==> src/rtl/ndp_pkg.sv <==
// rtl/ndp_pkg.sv - FSM state encoding and default operand/result widths for ndp_seq_ctrl
package ndp_pkg;

  typedef enum logic [2:0] {
    S_IDLE,
    S_CLR,
    S_STREAM,
    S_DRAIN,
    S_FIN
  } state_t;

  localparam int DEF_WIDTH      = 16;
  localparam int DEF_ARR_WIDTH  = 2;
  localparam int DEF_ARR_HEIGHT = 2;
  localparam int DEF_SYS_WIDTH  = 1;
  localparam int DEF_SYS_HEIGHT = 1;

  localparam int A_W = DEF_ARR_HEIGHT * DEF_SYS_HEIGHT * DEF_WIDTH;
  localparam int B_W = DEF_ARR_WIDTH * DEF_SYS_WIDTH * DEF_WIDTH;
  localparam int C_W = DEF_ARR_WIDTH * DEF_ARR_HEIGHT * DEF_SYS_WIDTH * DEF_SYS_HEIGHT * DEF_WIDTH;

endpackage

==> src/rtl/ndp_seq_wdog.sv <==
// rtl/ndp_seq_wdog.sv - DRAIN-phase watchdog, counts enabled cycles and flags the last one before LIMIT
module ndp_seq_wdog #(
  parameter int LIMIT = 4096
) (
  input  logic clk,
  input  logic reset,
  input  logic en,
  output logic expired
);

  localparam int CW = $clog2(LIMIT + 1);

  logic [CW-1:0] cnt_q, cnt_d;

  always_comb begin
    cnt_d = en ? cnt_q + 1'b1 : '0;
  end

  // Asserted in the LIMIT-th enabled cycle so the FSM leaves exactly LIMIT cycles after entry.
  assign expired = en && (cnt_q == CW'(LIMIT - 1));

  always_ff @(posedge clk) begin
    if (reset) cnt_q <= '0;
    else       cnt_q <= cnt_d;
  end

endmodule

==> src/rtl/ndp_seq_ctrl.sv <==
// rtl/ndp_seq_ctrl.sv - sequencer streaming operand vectors from memory into an NDPUnit and capturing its result
// Optional DRAIN watchdog enabled by defining NDP_SEQ_TIMEOUT_EN.
module ndp_seq_ctrl
  import ndp_pkg::*;
#(
  parameter int WIDTH       = DEF_WIDTH,
  parameter int ARR_WIDTH   = DEF_ARR_WIDTH,
  parameter int ARR_HEIGHT  = DEF_ARR_HEIGHT,
  parameter int SYS_WIDTH   = DEF_SYS_WIDTH,
  parameter int SYS_HEIGHT  = DEF_SYS_HEIGHT,
  parameter int ADDR_W      = 8,
  parameter int TIMEOUT_CYC = 4096
) (
  input  logic                                                   clk,
  input  logic                                                   reset,
  input  logic                                                   start,
  input  logic [ADDR_W-1:0]                                      k_len,
  input  logic [ADDR_W-1:0]                                      base_addr,
  input  logic [1:0]                                             simd_cfg,
  output logic                                                   busy,
  output logic                                                   done,
  output logic                                                   err,
  output logic                                                   mem_rd_en,
  output logic [ADDR_W-1:0]                                      mem_rd_addr,
  input  logic [ARR_HEIGHT*SYS_HEIGHT*WIDTH-1:0]                 mem_a,
  input  logic [ARR_WIDTH*SYS_WIDTH*WIDTH-1:0]                   mem_b,
  output logic                                                   ndp_reset,
  output logic [ARR_HEIGHT*SYS_HEIGHT*WIDTH-1:0]                 ndp_in_a,
  output logic [ARR_WIDTH*SYS_WIDTH*WIDTH-1:0]                   ndp_in_b,
  output logic                                                   ndp_in_done_flag,
  output logic [1:0]                                             ndp_simd,
  input  logic                                                   ndp_calc_done_flag,
  input  logic [ARR_WIDTH*ARR_HEIGHT*SYS_WIDTH*SYS_HEIGHT*WIDTH-1:0] ndp_out_c,
  output logic [ARR_WIDTH*ARR_HEIGHT*SYS_WIDTH*SYS_HEIGHT*WIDTH-1:0] result,
  output logic                                                   result_valid
);

  localparam int OPA_W = ARR_HEIGHT * SYS_HEIGHT * WIDTH;
  localparam int OPB_W = ARR_WIDTH * SYS_WIDTH * WIDTH;
  localparam int RES_W = ARR_WIDTH * ARR_HEIGHT * SYS_WIDTH * SYS_HEIGHT * WIDTH;

  state_t              state_q, state_d;
  logic                busy_q, busy_d, done_q, done_d, rv_q, rv_d;
  logic                rd_en_q, rd_en_d, rd_last_q, rd_last_d;
  logic [ADDR_W-1:0]   rd_addr_q, rd_addr_d, rd_left_q, rd_left_d;
  logic                data_vld_q, data_vld_d, last_vld_q, last_vld_d, in_last_q, in_last_d;
  logic [OPA_W-1:0]    in_a_q, in_a_d;
  logic [OPB_W-1:0]    in_b_q, in_b_d;
  logic                flag_q, flag_d, ndp_reset_q, ndp_reset_d;
  logic [1:0]          simd_q, simd_d;
  logic [RES_W-1:0]    result_q, result_d;

`ifdef NDP_SEQ_TIMEOUT_EN
  logic err_q, err_d, wdog_expired;

  ndp_seq_wdog #(
    .LIMIT(TIMEOUT_CYC)
  ) u_wdog (
    .clk    (clk),
    .reset  (reset),
    .en     (state_q == S_DRAIN),
    .expired(wdog_expired)
  );
`endif

  always_comb begin
    state_d     = state_q;
    busy_d      = busy_q;
    done_d      = 1'b0;
    rv_d        = 1'b0;
    rd_en_d     = 1'b0;
    rd_last_d   = 1'b0;
    rd_addr_d   = rd_addr_q;
    rd_left_d   = rd_left_q;
    flag_d      = flag_q;
    ndp_reset_d = 1'b0;
    simd_d      = simd_q;
    result_d    = result_q;
`ifdef NDP_SEQ_TIMEOUT_EN
    err_d       = 1'b0;
`endif
    // Three-stage operand pipe: read strobe -> memory data -> NDPUnit inputs.
    data_vld_d  = rd_en_q;
    last_vld_d  = rd_last_q;
    in_last_d   = last_vld_q;
    in_a_d      = data_vld_q ? mem_a : '0;
    in_b_d      = data_vld_q ? mem_b : '0;

    case (state_q)
      S_IDLE: begin
        if (start) begin
          busy_d = 1'b1;
          if (k_len != '0) begin
            state_d     = S_CLR;
            ndp_reset_d = 1'b1;
            rd_en_d     = 1'b1;
            rd_addr_d   = base_addr;
            rd_left_d   = k_len - 1'b1;
            rd_last_d   = (k_len == ADDR_W'(1));
            simd_d      = simd_cfg;
          end else begin
            state_d = S_FIN;
            done_d  = 1'b1;
          end
        end
      end
      S_CLR, S_STREAM: begin
        if (state_q == S_CLR) state_d = S_STREAM;
        if (rd_left_q != '0) begin
          rd_en_d   = 1'b1;
          rd_addr_d = rd_addr_q + 1'b1;
          rd_left_d = rd_left_q - 1'b1;
          rd_last_d = (rd_left_q == ADDR_W'(1));
        end
        if (in_last_q) begin
          state_d = S_DRAIN;
          flag_d  = 1'b1;
        end
      end
      S_DRAIN: begin
        if (ndp_calc_done_flag) begin
          state_d  = S_FIN;
          done_d   = 1'b1;
          rv_d     = 1'b1;
          flag_d   = 1'b0;
          result_d = ndp_out_c;
        end
`ifdef NDP_SEQ_TIMEOUT_EN
        else if (wdog_expired) begin
          state_d = S_FIN;
          done_d  = 1'b1;
          flag_d  = 1'b0;
          err_d   = 1'b1;
        end
`endif
      end
      S_FIN: begin
        state_d = S_IDLE;
        busy_d  = 1'b0;
        simd_d  = 2'd0;
      end
      default: state_d = S_IDLE;
    endcase
  end

  always_ff @(posedge clk) begin
    if (reset) begin
      state_q     <= S_IDLE;
      busy_q      <= 1'b0;
      done_q      <= 1'b0;
      rv_q        <= 1'b0;
      rd_en_q     <= 1'b0;
      rd_last_q   <= 1'b0;
      rd_addr_q   <= '0;
      rd_left_q   <= '0;
      data_vld_q  <= 1'b0;
      last_vld_q  <= 1'b0;
      in_last_q   <= 1'b0;
      in_a_q      <= '0;
      in_b_q      <= '0;
      flag_q      <= 1'b0;
      ndp_reset_q <= 1'b0;
      simd_q      <= 2'd0;
      result_q    <= '0;
`ifdef NDP_SEQ_TIMEOUT_EN
      err_q       <= 1'b0;
`endif
    end else begin
      state_q     <= state_d;
      busy_q      <= busy_d;
      done_q      <= done_d;
      rv_q        <= rv_d;
      rd_en_q     <= rd_en_d;
      rd_last_q   <= rd_last_d;
      rd_addr_q   <= rd_addr_d;
      rd_left_q   <= rd_left_d;
      data_vld_q  <= data_vld_d;
      last_vld_q  <= last_vld_d;
      in_last_q   <= in_last_d;
      in_a_q      <= in_a_d;
      in_b_q      <= in_b_d;
      flag_q      <= flag_d;
      ndp_reset_q <= ndp_reset_d;
      simd_q      <= simd_d;
      result_q    <= result_d;
`ifdef NDP_SEQ_TIMEOUT_EN
      err_q       <= err_d;
`endif
    end
  end

  assign busy             = busy_q;
  assign done             = done_q;
  assign result_valid     = rv_q;
  assign mem_rd_en        = rd_en_q;
  assign mem_rd_addr      = rd_addr_q;
  assign ndp_in_a         = in_a_q;
  assign ndp_in_b         = in_b_q;
  assign ndp_in_done_flag = flag_q;
  assign ndp_simd         = simd_q;
  assign result           = result_q;
  // The NDPUnit is held in reset for as long as the sequencer itself is.
  assign ndp_reset        = ndp_reset_q | reset;
`ifdef NDP_SEQ_TIMEOUT_EN
  assign err              = err_q;
`else
  assign err              = 1'b0;
`endif

endmodule

==> config.mk <==
export PLATFORM = sky130hd
export DESIGN_NAME = ndp_seq_ctrl
export DESIGN_NICKNAME = d
export VERILOG_FILES = /design/src/rtl/ndp_pkg.sv /design/src/rtl/ndp_seq_wdog.sv /design/src/rtl/ndp_seq_ctrl.sv
export SDC_FILE = /design/constraint.sdc
export NUM_CORES = 1
export LEC_CHECK = 0
export CAP_MARGIN = 30
export CORE_MARGIN = 2
export CORE_UTILIZATION = 40
export DETAILED_ROUTE_END_ITERATION = 7
export PLACE_DENSITY = 0.9
export SLEW_MARGIN = 20
export SYNTH_ARGS = -nofsm -noshare
export SYNTH_HDL_FRONTEND = slang
export SYNTH_SLANG_ARGS = --single-unit
==> constraint.sdc <==
create_clock -name clk -period 2.8 [get_ports clk]
set_input_delay 0.7 -clock clk [delete_from_list [all_inputs] [get_ports clk]]
set_output_delay 0.7 -clock clk [all_outputs]
set_load 0.05 [all_outputs]
==> results.cfg <==
[outcome]
outcome = complete, no violations

[drt]
viasPerCell = 4.97
vias = 5489
routed_wl_microns = 17400
drcViolationCount = 0
firstDrtPassIters = 5
wl_per_cell_microns = 15.7
ant_nets = 0
drt_first_iter_violations = 293

[floorplan]
fp.dieH_microns = 124
die-area_sq_um = 15400
fp.dieW_microns = 124
rows = 43
placeableCoreArea_sq_um = 14000
ios = 295
initial_core_util_pct = 41.3

[layout]
final_cells = 1105
nNetsFinal = 1067
area_growth_pct = 64.0
diodes = 0
multi_input_area_sq_um = 2390
layout_commonest_cell = clkdlybuf4s50_1
final_cell_mix = clkdlybuf4s50_1, dfxtp_1, nand2_1
drive_gt1_share_pct = 7.46
fillCellCount = 1063
regArea_sq_um = 3180

[worst_setup_path]
cpMaxStageDelayCell = nor3b_1
path_delay_family = simple AND/OR/NAND/NOR gates
cp-end-kind = flip-flop
required_ns = 3.09
worstSetupStartpointType = input pin
cpPeakStageDelay_ns = 0.58
cp.arrival_ns = 2.69
crit_fanout = 9
cp_cell_sequence = clkdlybuf4s50_1 -> inv_1 -> ha_1 -> nor3b_1 -> a21boi_4 -> nor2_2 -> o32ai_1
critPathKind = input pin to flip-flop
path_buf_inv = 2

[global_routing]
grt_remaining_overflow = 0
grtUsageTotal_pct = 22.3
antenna_found_initial = 0
grt_pass1_wl_microns = 27800
grt_max_degree = 91
grt_pass1_vias = 5554

[job]
drv_cap = 0

[logic_synthesis]
synth_area_leaders = dfxtp_1, nand2_1, and2_1
synth_flop_cell = dfxtp_1
syn_avg_cell_area_sq_um = 9.19
yosysWarnings = 0
synth_area_sq_um = 5780
synthArstFlopShare_pct = 0
synth_seq_area_share_pct = 55.1
synth_largest_area_cell = dfxtp_1
yosysTopAreaCellShare_pct = 55.1
synth-edff-count = 0
ys_ff_latch = 159
syn_nets = 784
synthDistinctLibCells = 57
syn_inst = 629

[pwr]
p_leak_nw = 3.48
ir_drop_v = 0.000438
p_per_area_nw_per_um2 = 637

[min_path]
hp-class = flip-flop to flip-flop

[clock_tree]
cts_hold_buf = 0
cts_buffers = 17
clk_transition_reported_paths_ns = 0.06
postCtsSetupRepairBufs = 0
cts_root_buffer = clkbuf_16
cts_tree = built
cts_resized = 0
htree_levels = 4
clock_path_buffers = 2
clock_sink_count = 159
clkLatencyLatePin_ns = 0.42

[sta]
setup-violations-final = 0
holdWs_ns = 0.442
max_slew_margin_pct = 55.6
hold_viol = 0
finClkSkew_ns = 0.00686
fin_tns_setup_ns = 0
fmax_mhz = 415
fin_crit_sh_pct = 86.0
rsz0062_at_grt = false
drv_slew = 0
max_slew.worst_pin.slew_ns = 0.665
min_period_ns = 2.41

[place]
portBuffers = 293
hpwl_microns = 12700
gp_congestion = 0.853
placed_cells = 1073
==> cells in the mapped netlist (2+ instances only) <==
master,number
ha_1,5
o22ai_1,8
nor4_1,4
a22oi_1,5
nor2b_1,6
nor2_1,15
dfxtp_1,159
nand2_1,145
and2_1,64
or3b_1,2
clkbuf_1,23
or4_1,2
o21a_1,2
or2_2,2
buf_2,7
nor3_1,9
xnor2_1,2
o2bb2ai_1,2
inv_1,11
a2111oi_2,2
a21oi_1,77
o32ai_1,9
a221oi_1,3
and3_1,3
or3_1,2
buf_4,2
o21ai_4,2
nor4b_1,4
or4_4,2
o31a_1,2
buf_1,8
a31oi_1,2
mux2i_1,3
nand3_1,5
a2bb2oi_1,3
o21ai_0,3
nor2_2,2
o211a_1,3
==> stage by stage <==
stage          setup WS, ns  power (mW)  util (%)  instance area (sq um)
2_1_floorplan         0.505        3.31         -                   5780
3_3_place_gp         0.0459        3.79      63.6                   8900
3_5_place_dp        0.00588        3.81      63.6                   8900
4_1_cts               0.383        6.08      67.8                   9480
5_1_grt               0.261        6.28      67.8                   9480
6_report              0.392        6.04      67.8                   9480
==> metal layers <==
layer | part of all wire [%] | vias up | GRT usage, %
met3 | 8.9 | 29 | 8.26
met5 | 0 | - | 0
li1 | - | 2673 | -
met4 | 2.0 | 0 | 8.00
met2 | 50 | 275 | 38.4
met1 | 39 | 2512 | 25.4
==> state kept, by name, indices dropped and copies added, names as in the netlist <==
| signal | count |
|---|---|
| rd_left_q | 8 |
| mem_rd_addr | 8 |
| in_last_q | 1 |
| ndp_in_done_flag | 1 |
| in_last_d | 1 |
| state_q | 3 |
| done | 1 |
| ndp_in_b | 32 |
| ndp_simd | 2 |
| result | 64 |
| ndp_in_a | 32 |
| result_valid | 1 |
| data_vld_q | 1 |
| mem_rd_en | 1 |
| last_vld_d | 1 |
| ndp_reset_q | 1 |
| busy | 1 |
==> cell families (layout without fill, tap and decap cells) <==
family / after synthesis / after routing / share of synthesized area (%)
adder cells (fa/ha/maj): 5 / 5 / 1.08
flip-flops: 159 / 159 / 55.1
XOR/XNOR: 5 / 5 / 1.21
AO/OA/AOI/OAI: 129 / 129 / 14.9
other: 1 / 1 / 0.0649
AND/OR/NAND/NOR: 272 / 272 / 23.1
multiplexers: 4 / 4 / 0.714
buffers and inverters: 54 / 350 / 3.94
==> where the power goes <==
group | total [mW] | switching (mW) | internal (mW)
registers | 2.48 | 0.101 | 2.38
clock network | 2.27 | 0.972 | 1.29
logic | 1.30 | 0.723 | 0.572
==> final timing paths <==
check / cells after the start / slack, ns / to / startpoint
worst min register to register: 1 / 0.44 / in_last_q$_SDFF_PP0_ / in_last_d$_SDFF_PP0_
worst max-delay path: 7 / 0.39 / rd_left_q[2]$_SDFFE_PP0P_ / k_len[0]
worst min-delay path: 1 / 0.44 / in_last_q$_SDFF_PP0_ / in_last_d$_SDFF_PP0_
worst max register to register: 5 / 0.66 / mem_rd_addr[7]$_SDFFE_PP0P_ / state_q[0]$_SDFFE_PP0P_
==> final cells by class <==
type	count	share of cell area [%]
inverters	12	0.475
clock inverters	13	1.35
flip-flops and latches	159	33.6
multi-input cells	416	25.2
clock buffers	19	4.78
well taps	180	2.38
repair buffers	306	32.3
Power figures use the tool's default switching activity.
==> RTL edit 1 (config.mk and constraints unchanged) <==
Set the parameter `ADDR_W` to 9 (it was 8).
--- a/src/rtl/ndp_seq_ctrl.sv
+++ b/src/rtl/ndp_seq_ctrl.sv
@@ -9,5 +9,5 @@
   parameter int SYS_WIDTH   = DEF_SYS_WIDTH,
   parameter int SYS_HEIGHT  = DEF_SYS_HEIGHT,
-  parameter int ADDR_W      = 8,
+  parameter int ADDR_W      = 9,
   parameter int TIMEOUT_CYC = 4096
 ) (
Interface: changed (resized base_addr, k_len and mem_rd_addr); port bits go from 295 to 298. The function was not compared with the original's and may differ.
==> RTL edit 1 against the unedited design <==
  * Non-clock buffer count grew 3
  * Sequential cell count is 2 higher
  * Total power shrank 1.4%
  * Clock skew rose by 0.0029 ns
  * Area after synthesis shrank 0.24%
  * Cell area barely moved
  * Setup slack worse by 0.022 ns
  * Routed wire length down 0.74%
==> RTL edit 1: results (changes against the unedited design) <==
arrival_ns: 1.73  # -0.96 ns
post_dp_cell_area_um2: 8910  # +0.13%
hp-start: "in_last_d$_SDFF_PP0_"
drc: 0  # unchanged
clk_latency_ns: 0.42  # about the same
syn_inst: 649  # +3.2%
htreeDepth: 4  # unchanged
viasPerCell: 4.89  # -1.6%
finClkSkew_ns: 0.00972  # +0.00286 ns
synth_common_cells: "161 x dfxtp_1, 145 x nand2_1, 87 x a21oi_1"
vias: 5511  # +0.40%
grt_max_degree: 68  # -25%
slowest_stage: "clkdlybuf4s50_1"
ir_worst_vdd_v: 0.000417  # -4.9%
synth_nets: 808  # +3.1%
post-cts-setup-buffers: 0  # unchanged
wl_per_cell_um: 15.3  # -2.7%
gp_congestion: 0.830  # -2.7%
first_iter_violations: 221  # -25%
status: "complete, no violations"
grt_first_pass_wirelength_mm: 25.3  # -8.9%
nNetsFinal: 1093  # +2.4%
synthTopCellsByArea: "dfxtp_1 56%, nand2_1 9.4%, a21oi_1 7.6%"
grtUsageTotal_pct: 21.4  # -0.87 points
r2r-start: "state_q[1]$_SDFFE_PP0P_"
synthAdderAreaFrac_pct: 1.52  # +0.44 points
p_leak_nw: 3.46  # -0.57%
synth-xor-area-share_pct: 1.52  # +0.31 points
grt_pass1_vias: 5218  # -6.0%
startpoint: "mem_rd_addr[4]$_SDFFE_PP0P_"
clk_path_buf_depth: 2  # unchanged
path_delay_family: "buffers and inverters"
num_antenna_cells: 0  # unchanged
ys_types: 50  # -12%
synth_top_family_by_area: "simple AND/OR/NAND/NOR gates"
numCtsBuffers: 17  # unchanged
hpwl_mm: 12.6  # -0.97%
critPathMaxStageDelay_ns: 0.86  # +0.28 ns
seq_area_frac_synth_pct: 55.9  # +0.83 points
synth-compound-area-share_pct: 12.6  # -2.2 points
cp_max_fo: 7  # -2
yosysWarnings: 0  # unchanged
fillers: 1055  # -0.75%
drt_pre_antenna_iters: 4  # -1
r2r_slack_ns: 0.72  # +0.06 ns
muxShareOfSynthArea_pct: 0.174  # -0.54 points
relSlewSlack_pct: 55.9  # +0.30 points
portBuffers: 296  # +1.0%
drive_gt1_share_pct: 5.60  # -1.9 points
largest_reg_flops: 64  # unchanged
==> RTL edit 1: per-layer routing <==
metal  wire, um  GRT usage (%)
met2       8380           36.0
met1       6480           23.5
met5          0              0
met4        489           9.41
met3       1890           9.34
==> RTL edit 1: through the flow <==
stage                     power [mW]  worst slack (ns)  hold WS [ns]  utilization [%]
after floorplan                 3.29             0.605         0.414                -
after global placement          3.78             0.132         0.415             63.7
after detailed placement        3.80            0.0806         0.426             63.7
after CTS                       6.00             0.348         0.440             67.7
after global routing            6.21             0.322         0.450             67.7
final                           5.95             0.370         0.436             67.7
==> RTL edit 1: path summary, 6_finish.rpt <==
kind | end | depth (start not counted)
setup reg to reg | mem_rd_addr[6]$_SDFFE_PP0P_ | 6
hold reg to reg | in_last_q$_SDFF_PP0_ | 1
hold / removal | in_last_q$_SDFF_PP0_ | 1
setup / recovery | mem_rd_addr[4] | 1
==> RTL edit 1: cell type report <==
| cell class | count | area, um2 | area share (%) |
|---|---|---|---|
| Tap cell | 180 | 225 | 2.38 |
| Multi-Input combinational cell | 436 | 2340 | 24.7 |
| Clock inverter | 10 | 100 | 1.06 |
| Inverter | 9 | 33.8 | 0.357 |
| Clock buffer | 22 | 464 | 4.90 |
| Sequential cell | 161 | 3220 | 34.0 |
| Timing Repair Buffer | 309 | 3090 | 32.6 |
==> RTL edit 1: power by group <==
group	leakage, nW	internal, mW	switching (mW)
sequential	1.30	2.41	0.101
clock	0.264	1.28	0.914
combinational	1.89	0.552	0.699
total	3.46	4.24	1.71
==> RTL edit 2 (same settings) <==
Without the edit above. Take the reset off `result_q` and load it in a clocked block of its own.
--- a/src/rtl/ndp_seq_ctrl.sv
+++ b/src/rtl/ndp_seq_ctrl.sv
@@ -162,5 +162,4 @@
       ndp_reset_q <= 1'b0;
       simd_q      <= 2'd0;
-      result_q    <= '0;
 `ifdef NDP_SEQ_TIMEOUT_EN
       err_q       <= 1'b0;
@@ -183,9 +182,12 @@
       ndp_reset_q <= ndp_reset_d;
       simd_q      <= simd_d;
-      result_q    <= result_d;
 `ifdef NDP_SEQ_TIMEOUT_EN
       err_q       <= err_d;
 `endif
     end
+  end
+
+  always_ff @(posedge clk) begin
+    result_q <= result_d;
   end
 
Check against the original RTL: differs if reset is asserted again (counterexample within 10 cycles, from zero or initial values and one cycle with reset high); with reset held inactive, the same outputs for 10 cycles.
==> RTL edit 2 against the unedited design <==
  * Setup slack worse by 0.11 ns
  * Cell area is 1.5% lower
  * Largest power group unchanged
  * Total power is 1.3% higher
  * Routed wire length grew 4.9%
  * Largest cell class unchanged
  * Cell count down 17%
  * Area after synthesis shrank 3.5%
  * Synthesized cell count fell by 34%
  * Sequential cell count stayed put
  * Register-to-register slack worse by 0.08 ns
==> RTL edit 2: results (changes against the unedited design) <==
place_ws_ns: -0.0983  # -0.104 ns
r2r-start: "state_q[1]$_SDFFE_PP0P_"
synthTopCellsByArea: "edfxtp_1 34%, dfxtp_1 34%, and2_1 7.3%"
stdcell_area_um2: 9340  # -1.5%
met1_usage_pct: 24.0  # -1.4 points
synth_common_cells: "95 x dfxtp_1, 65 x and2_1, 64 x edfxtp_1"
gp_congestion: 0.848  # -0.55%
r2r_slack_ns: 0.58  # -0.08 ns
use_met2_pct: 43.4  # +5.0 points
drt_pre_antenna_iters: 6  # +1
nNetsFinal: 878  # -18%
hpwl_mm: 13.5  # +5.8%
ys_types: 59  # +3.5%
antenna_found_initial: 1  # +1
grt_first_pass_wirelength_mm: 26.0  # -6.4%
grt_max_degree: 65  # -29%
r2r_cells: 5  # unchanged
grt_use_met3_pct: 8.61  # +0.35 points
p_leak_nw: 3.45  # -0.88%
seq_area_frac_synth_pct: 68.6  # +13 points
synth_nets: 573  # -27%
htreeDepth: 4  # unchanged
r2r-end: "rd_left_q[6]$_SDFFE_PP0P_"
tightestPinTransition_ns: 0.788  # +0.123 ns
first_iter_violations: 275  # -6.1%
post_dp_cell_area_um2: 8760  # -1.6%
synth_edf_count: 64  # +64
num_antenna_cells: 0  # unchanged
grtUsageTotal_pct: 23.7  # +1.3 points
arrival_ns: 2.84  # +0.15 ns
grt_pass1_vias: 4654  # -16%
fillers: 999  # -6.0%
drt-total-wl_mm: 18.2  # +4.9%
status: "complete, no violations"
RTL edit 2: cell types whose count changed after synthesis, sizes merged, moves of 3 or more:
| cell | change |
|---|---|
| dfxtp | -64 |
| nand3 | +3 |
| edfxtp | +64 |
| buf | -9 |
| a211oi | +5 |
| nor2 | -4 |
| clkbuf | -11 |
| a21oi | -61 |
| nor4 | +5 |
| nand2 | -128 |
RTL edit 2: cells by family after synthesis:
| logic type | Yosys count | synth area share, % |
|---|---|---|
| DFF | 159 | 68.6 |
| xor gates and xnor gates | 4 | 0.763 |
| and+or+nand+nor | 142 | 15.8 |
| other | 1 | 0.0672 |
| muxes | 3 | 0.539 |
| adders and majority gates | 5 | 1.12 |
| AOI/OAI and AO/OA | 69 | 10.1 |
| buffers and inverters | 35 | 3.03 |
RTL edit 2: layout make-up:
class                           instances  share of cell area, %
Multi-Input combinational cell        224                   17.1
Timing Repair Buffer                  308                   33.1
Inverter                               13                  0.522
Clock inverter                         10                   1.19
Sequential cell                       159                   40.9
Clock buffer                           22                   4.78
Tap cell                              180                   2.41
RTL edit 2: how the worst max path moves through the flow:
stage / start / end / slack, ns / cells past startpoint
2_1_floorplan: ndp_calc_done_flag / result[0]$_DFFE_PP_ / 0.54 / 2
3_3_place_gp: k_len[1] / mem_rd_addr[6]$_SDFFE_PP0P_ / 0.04 / 7
5_1_grt: k_len[1] / mem_rd_addr[1]$_SDFFE_PP0P_ / 0.16 / 7
6_report: k_len[1] / rd_left_q[0]$_SDFFE_PP0P_ / 0.29 / 7
3_5_place_dp: k_len[1] / rd_left_q[0]$_SDFFE_PP0P_ / -0.1 / 7
4_1_cts: k_len[1] / rd_left_q[0]$_SDFFE_PP0P_ / 0.33 / 7
RTL edit 2: metal layers:
layer  wire, um  vias to the layer above  part of all wire (%)
met5         12                        -                 0.066
met4        596                        2                   3.3
met2       9650                      214                    53
met1       6290                     2189                    35
met3       1680                       44                   9.2
li1           -                     2113                     -
RTL edit 2: critical path: stages:
cell             delay (ns)
clkdlybuf4s50_1        0.46
inv_1                  0.11
ha_1                   0.17
nor3b_2                0.55
a21bo_1                0.44
nand2_4                0.15
a221oi_2               0.26
RTL edit 2: power by group:
group / switching (mW) / internal [mW]
clock: 0.882 / 1.32
sequential: 0.120 / 2.52
combinational: 0.701 / 0.573
RTL edit 2: stage by stage:
step | hold WS [ns] | instances
finish | 0.451 | 916
global placement | 0.420 | 883
CTS | 0.460 | 915
global route | 0.474 | 916
floorplan | 0.414 | 418
detailed placement | 0.438 | 883
